===== config.mk =====
export PLATFORM = sky130hd
export DESIGN_NAME = b11_scheduler
export DESIGN_NICKNAME = d
export VERILOG_FILES = /design/src/rtl/b11_sched_pkg.sv /design/src/rtl/rr_pick.sv /design/src/rtl/b11_scheduler.sv
export SDC_FILE = /design/constraint.sdc
export NUM_CORES = 1
export LEC_CHECK = 0
export ABC_CLOCK_PERIOD_IN_PS = 3700
export BUFFER_PORTS_ARGS = -buffer_cell sky130_fd_sc_hd__buf_2
export CAP_MARGIN = 30
export CORE_ASPECT_RATIO = 1.5
export CORE_MARGIN = 3
export CORE_UTILIZATION = 35
export CTS_CLUSTER_DIAMETER = 50
export DETAILED_ROUTE_END_ITERATION = 10
export HOLD_SLACK_MARGIN = 0.15
export SLEW_MARGIN = 30
export SYNTH_ARGS = -nofsm -noshare
export SYNTH_HDL_FRONTEND = slang
export SYNTH_SLANG_ARGS = --single-unit

===== constraint.sdc =====
create_clock -name clock -period 3.7 [get_ports clock]
set_input_delay 0.185 -clock clock [delete_from_list [all_inputs] [get_ports clock]]
set_output_delay 0.185 -clock clock [all_outputs]
set_load 0.03 [all_outputs]

===== src/rtl/b11_sched_pkg.sv =====
// Shared types and defaults for the b11 scrambler-engine scheduler.
package b11_sched_pkg;

  typedef enum logic [1:0] {
    ST_IDLE  = 2'd0,
    ST_ISSUE = 2'd1,
    ST_WAIT  = 2'd2,
    ST_RESP  = 2'd3
  } state_e;

  localparam int B11_N_REQ_DEF   = 4;
  localparam int B11_DATA_W_DEF  = 6;
  localparam int B11_TIMEOUT_DEF = 63;

  // Index width that stays legal for a single requester.
  function automatic int idx_w(input int n);
    return (n > 1) ? $clog2(n) : 1;
  endfunction

endpackage


===== src/rtl/rr_pick.sv =====
// Combinational round-robin picker: first requester at or after ptr_i wins.
module rr_pick
  import b11_sched_pkg::*;
#(
  parameter int N_REQ = B11_N_REQ_DEF,
  parameter int IDX_W = idx_w(N_REQ)
) (
  input  logic [N_REQ-1:0] req_i,
  input  logic [IDX_W-1:0] ptr_i,
  output logic [N_REQ-1:0] grant_o,
  output logic [IDX_W-1:0] idx_o,
  output logic             any_o
);

  logic [IDX_W-1:0] cand_s;
  logic             hit_s;

  function automatic logic [IDX_W-1:0] rot_idx(input logic [IDX_W-1:0] base, input int k);
    int s;
    s = int'(base) + k;
    s = (s >= N_REQ) ? (s - N_REQ) : s;
    return IDX_W'(s);
  endfunction

  // Scan requesters in rotated order and keep only the first hit.
  always_comb begin
    grant_o = '0;
    idx_o   = '0;
    any_o   = 1'b0;
    cand_s  = '0;
    hit_s   = 1'b0;
    for (int k = 0; k < N_REQ; k++) begin
      cand_s          = rot_idx(ptr_i, k);
      hit_s           = req_i[cand_s] & ~any_o;
      grant_o[cand_s] = grant_o[cand_s] | hit_s;
      idx_o           = hit_s ? cand_s : idx_o;
      any_o           = any_o | hit_s;
    end
  end

endmodule


===== src/rtl/b11_scheduler.sv =====
// Round-robin job scheduler sharing one b11 scrambler engine among N_REQ requesters.
// Optional engine watchdog enabled by defining B11_SCHED_WATCHDOG_EN.
module b11_scheduler
  import b11_sched_pkg::*;
#(
  parameter int N_REQ   = B11_N_REQ_DEF,
  parameter int DATA_W  = B11_DATA_W_DEF,
  parameter int TIMEOUT = B11_TIMEOUT_DEF
) (
  input  logic                      clock,
  input  logic                      reset,
  input  logic [N_REQ-1:0]          req_valid,
  input  logic [N_REQ*DATA_W-1:0]   req_data,
  output logic [N_REQ-1:0]          req_ready,
  output logic [N_REQ-1:0]          rsp_valid,
  output logic [DATA_W-1:0]         rsp_data,
  output logic                      rsp_err,
  input  logic [N_REQ-1:0]          rsp_ready,
  output logic                      eng_start,
  output logic [DATA_W-1:0]         eng_din,
  input  logic                      eng_done,
  input  logic [DATA_W-1:0]         eng_dout,
  output logic                      busy,
  output logic [idx_w(N_REQ)-1:0]   grant_id
);

  localparam int IDX_W = idx_w(N_REQ);
  localparam logic [N_REQ-1:0] ONE_HOT0 = N_REQ'(1);

  state_e           state_q, state_d;
  logic [IDX_W-1:0] grant_q, grant_d;
  logic [IDX_W-1:0] rr_q, rr_d;
  logic [DATA_W-1:0] oper_q, oper_d;
  logic [DATA_W-1:0] result_q, result_d;

  logic [N_REQ-1:0] pick_oh_s;
  logic [IDX_W-1:0] pick_idx_s;
  logic             pick_any_s;
  logic             rsp_hs_s;

`ifdef B11_SCHED_WATCHDOG_EN
  localparam int CNT_W = $clog2(TIMEOUT + 1);
  logic [CNT_W-1:0] cnt_q, cnt_d;
  logic             err_q, err_d;
`endif

  rr_pick #(
    .N_REQ (N_REQ),
    .IDX_W (IDX_W)
  ) u_rr_pick (
    .req_i   (req_valid),
    .ptr_i   (rr_q),
    .grant_o (pick_oh_s),
    .idx_o   (pick_idx_s),
    .any_o   (pick_any_s)
  );

  assign rsp_hs_s = rsp_ready[grant_q];

  // Next-state and datapath latch decisions.
  always_comb begin
    state_d  = state_q;
    grant_d  = grant_q;
    rr_d     = rr_q;
    oper_d   = oper_q;
    result_d = result_q;
`ifdef B11_SCHED_WATCHDOG_EN
    cnt_d    = cnt_q;
    err_d    = err_q;
`endif
    case (state_q)
      ST_IDLE: begin
        if (pick_any_s) begin
          state_d = ST_ISSUE;
          grant_d = pick_idx_s;
          oper_d  = req_data[int'(pick_idx_s)*DATA_W +: DATA_W];
        end else begin
          state_d = ST_IDLE;
        end
      end
      ST_ISSUE: begin
        state_d = ST_WAIT;
`ifdef B11_SCHED_WATCHDOG_EN
        cnt_d   = '0;
`endif
      end
      ST_WAIT: begin
        if (eng_done) begin
          state_d  = ST_RESP;
          result_d = eng_dout;
`ifdef B11_SCHED_WATCHDOG_EN
          err_d    = 1'b0;
        end else if (cnt_q == CNT_W'(TIMEOUT - 1)) begin
          // Engine never answered: abort with an error response.
          state_d  = ST_RESP;
          result_d = '0;
          err_d    = 1'b1;
        end else begin
          state_d  = ST_WAIT;
          cnt_d    = cnt_q + CNT_W'(1);
`else
        end else begin
          state_d  = ST_WAIT;
`endif
        end
      end
      ST_RESP: begin
        if (rsp_hs_s) begin
          state_d = ST_IDLE;
          rr_d    = (grant_q == IDX_W'(N_REQ - 1)) ? '0 : (grant_q + IDX_W'(1));
        end else begin
          state_d = ST_RESP;
        end
      end
      default: begin
        state_d = ST_IDLE;
      end
    endcase
  end

  // State and datapath registers.
  always_ff @(posedge clock or negedge reset) begin
    if (!reset) begin
      state_q  <= ST_IDLE;
      grant_q  <= '0;
      rr_q     <= '0;
      oper_q   <= '0;
      result_q <= '0;
`ifdef B11_SCHED_WATCHDOG_EN
      cnt_q    <= '0;
      err_q    <= 1'b0;
`endif
    end else begin
      state_q  <= state_d;
      grant_q  <= grant_d;
      rr_q     <= rr_d;
      oper_q   <= oper_d;
      result_q <= result_d;
`ifdef B11_SCHED_WATCHDOG_EN
      cnt_q    <= cnt_d;
      err_q    <= err_d;
`endif
    end
  end

  // Outputs decode from state; everything idles at zero outside its phase.
  always_comb begin
    req_ready = '0;
    rsp_valid = '0;
    rsp_data  = '0;
    rsp_err   = 1'b0;
    eng_start = 1'b0;
    eng_din   = '0;
    busy      = (state_q != ST_IDLE);
    grant_id  = grant_q;
    case (state_q)
      ST_IDLE: begin
        req_ready = reset ? pick_oh_s : '0;
        grant_id  = reset ? pick_idx_s : '0;
      end
      ST_ISSUE: begin
        eng_start = 1'b1;
        eng_din   = oper_q;
      end
      ST_WAIT: begin
        eng_din   = oper_q;
      end
      ST_RESP: begin
        rsp_valid = ONE_HOT0 << grant_q;
        rsp_data  = result_q;
`ifdef B11_SCHED_WATCHDOG_EN
        rsp_err   = err_q;
`else
        rsp_err   = 1'b0;
`endif
      end
      default: begin
        busy      = 1'b0;
      end
    endcase
  end

endmodule


==> impl_metrics.csv <==
group,metric,value,unit
worst_setup_path,worst_ep_arrival_time,3.29,ns
status,status,"completed",
routing,ant_nets,0,
cts,cts-root-buf,"clkbuf_8",
timing,finalCritPeriodShare,0.939,
placement,place_area,2260,sq um
worst_setup_path,cp_slowest_cell,"mux4_2",
layout,antennaDiodeCount,0,
worst_setup_path,critPathTopFamily,"multiplexers",
timing,rsz0062_at_grt,"no",
logic_synthesis,yosysUniqueCellTypes,53,
floorplan,core-area,5200,sq um
cts,h-tree-depth,1,
layout,seqCellArea,450,sq um
layout,fin_area,2380,sq um
floorplan,ios,66,
global_route,grt_max_degree,24,
worst_setup_path,r2r_setup_slack,0.86,ns
layout,area_growth,23.9,%
logic_synthesis,synth_fp_nets,263,
worst_setup_path,crit_end,"req_ready[1]",
timing,setup-violations-final,0,
logic_synthesis,yosysSeqAreaShare,0.235,
worst_setup_path,critical_path.cell_chain,"buf_4 -> mux4_2 -> mux2_4 -> and3_1 -> a2bb2oi_2 -> nor2_1 -> o311ai_1 -> a31o_1 -> buf_2",
logic_synthesis,synth_area_per_cell,9.13,sq um
floorplan,initial_core_util,0.369,
cts,cts_buffer_depth,2,
timing,tightest_slew,0.759,ns
layout,multiInputGateArea,1340,sq um
routing,drt_wl_total,4840,um
worst_setup_path,path_depth,9,
floorplan,num_rows,32,
worst_setup_path,reg2reg_to,"oper_q[5]",
floorplan,fp.dieH,96.7,um
timing,slew_violations,0,
global_route,grt_pass1_wl,8310,um
logic_synthesis,synth_cells,210,
placement,hpwl,3750,um
logic_synthesis,ys.flop_type,"dfrtp_1",
worst_setup_path,slowest_delay,0.68,ns
global_route,antenna_found_initial,0,
layout,fin_util,0.456,
logic_synthesis,syn_area,1920,sq um
global_route,grt-ovfl-total,0,
cts,cts-buffers-inserted,3,
logic_synthesis,ys_warn_count,0,
routing,drc,0,
worst_setup_path,critPathLaunchType,"register",
layout,layout.filler_cells,540,
cts,cts_setup_buffers,0,
timing,hold_viol,0,
worst_setup_path,cp-end-kind,"output pin",
worst_setup_path,reg2regPathDepth,10,
logic_synthesis,synth_edf_count,0,
timing,slew_headroom,0.491,
routing,wl_per_cell,14.3,um
timing,tns,0,ns
cts,clk_pin_slew,0.07,ns
logic_synthesis,yosysTopAreaCellShare,0.235,
logic_synthesis,ys_top_cells_by_area,"dfrtp_1 (23%), mux2_2 (8.2%), ha_1 (7.8%)",
routing,first_iter_violations,124,
worst_setup_path,path_class,"reg -> out",
layout,fin_nets,325,
timing,min_period,3.47,ns
routing,num_vias,1809,
worst_setup_path,worstPathRequired,3.51,ns
routing,dr.pass1.iters,4,
logic_synthesis,synthArstFlopShare,1.00,
power_and_ir_drop,p_leak,0.00116,uW
global_route,grt_pass1_vias,1830,
global_route,track_usage,0.160,
layout,drive_gt1_frac,0.380,
routing,avgViaCountPerCell,5.34,
placement,portBuffers,64,
power_and_ir_drop,irDropWorstVdd,493,uV
placement,place.gp.congestion,0.814,
power_and_ir_drop,power.density,1040,nW/um^2
logic_synthesis,yosys_register_bits,18,
floorplan,fp.dieArea,6420,sq um
cts,cts_sinks,18,
timing,finalClockSkew,0.00128,ns
min_path,hp-class,"in -> reg",
floorplan,fp.dieW,66.4,um
run,maxCapViolCount,0,
logic_synthesis,synth_common_cells,"dfrtp_1 (18), nand2_1 (18), and2_1 (17)",
cts,clk-insertion-delay-late,0.25,ns
logic_synthesis,synth_largest_area_cell,"dfrtp_1",
worst_setup_path,critPathBufInv,2,
timing,max_clock_freq,0.288,GHz
worst_setup_path,worstPathMaxFanout,23,
cts,cts_tree,"built",
worst_setup_path,crit_start,"rr_q[0]",
worst_setup_path,r2r-start,"rr_q[1]",
[power breakdown]
| part | total, uW | leakage, uW | switching, uW | internal (uW) |
|---|---|---|---|---|
| Combinational | 1950 | 0.000912 | 1140 | 814 |
| Sequential | 361 | 0.000217 | 59.9 | 301 |
| Clock | 160 | 0.0000288 | 65.5 | 94.6 |
[what timing repair did]
action | in CTS | in global routing
hold endpoints to repair | 21 | 0
hold buffers | 4 | 0
endpoints found under the setup margin | 0 | 4
gates resized for setup | 0 | 4
[per-stage QoR]
step / setup slack (ns) / power [uW] / hold slack [ns] / cells
after global routing: 0.0144 / 2700 / 0.163 / 339
after detailed placement: 0.362 / 2280 / 0.176 / 331
after CTS: 0.0662 / 2460 / 0.152 / 339
after global placement: 0.449 / 2270 / 0.179 / 331
after floorplan: 0.0581 / 1910 / -0.111 / 210
final: 0.227 / 2470 / 0.161 / 339
[registers in the layout (all words and copies together), names as in the netlist]
| register | flops |
|---|---|
| grant_q | 2 |
| state_q | 2 |
| rr_q | 2 |
| oper_q | 6 |
| result_q | 6 |
[final cells by class]
cell class / count / area share
clock buffer: 4 / 0.0232
inverter: 11 / 0.0174
multi-input combinational: 164 / 0.563
sequential: 18 / 0.190
tap: 68 / 0.0358
timing repair buffer: 74 / 0.171
[logic make-up after synthesis]
| logic type | synth area share |
|---|---|
| other cells | 0.00196 |
| buf+inv | 0.0763 |
| flops | 0.235 |
| mux | 0.237 |
| simple gates | 0.185 |
| compound gates | 0.186 |
| fa+ha+maj | 0.0783 |
[worst reg2reg max path, stage by stage (launching register included)]
cell,delay [ns]
dfrtp_1,0.34
inv_1,0.09
ha_4,0.35
mux4_2,0.59
or3_4,0.37
nor3_2,0.14
or4_1,0.13
buf_4,0.25
mux2i_1,0.11
mux2_2,0.28
o21ai_1,0.12
[cell usage in the layout (no fill, tap or decap), drive strengths merged, types with 2 or more instances in the layout]
| cell | synthesis | layout |
|---|---|---|
| clkbuf | 10 | 4 |
| o21ai | 16 | 16 |
| nor2b | 4 | 4 |
| mux4 | 6 | 6 |
| a21oi | 7 | 7 |
| dlygate4sd3 | 0 | 4 |
| dfrtp | 18 | 18 |
| mux2 | 15 | 15 |
| nor3 | 3 | 3 |
| inv | 11 | 11 |
| a31o | 5 | 5 |
| nand2 | 18 | 18 |
| a211oi | 3 | 3 |
| nor2 | 8 | 8 |
| buf | 7 | 70 |
| o31ai | 2 | 2 |
| a32oi | 2 | 2 |
| ha | 12 | 12 |
| and2 | 17 | 17 |
| mux2i | 14 | 14 |
| a31oi | 2 | 2 |
| a221o | 2 | 2 |
| nand3 | 7 | 7 |
[how the worst min path moves through the flow]
stage                      from          end  slack [ns]  cells past startpoint
finish              eng_dout[5]  result_q[5]        0.16                      2
detailed placement        reset    oper_q[4]        0.18                      1
global placement          reset    oper_q[4]        0.18                      1
CTS                 eng_dout[5]  result_q[5]        0.15                      2
floorplan                 reset   grant_q[0]       -0.11                      0
global route        eng_dout[3]  result_q[3]        0.16                      2
[layer usage]
metal	track usage	share of wire	vias to the layer above
li1	-	-	886
met1	0.193	0.42	868
met2	0.282	0.52	48
met3	0.0232	0.046	7
met4	0.0532	0.017	0
met5	0	0	-
Power figures use the tool's default switching activity.
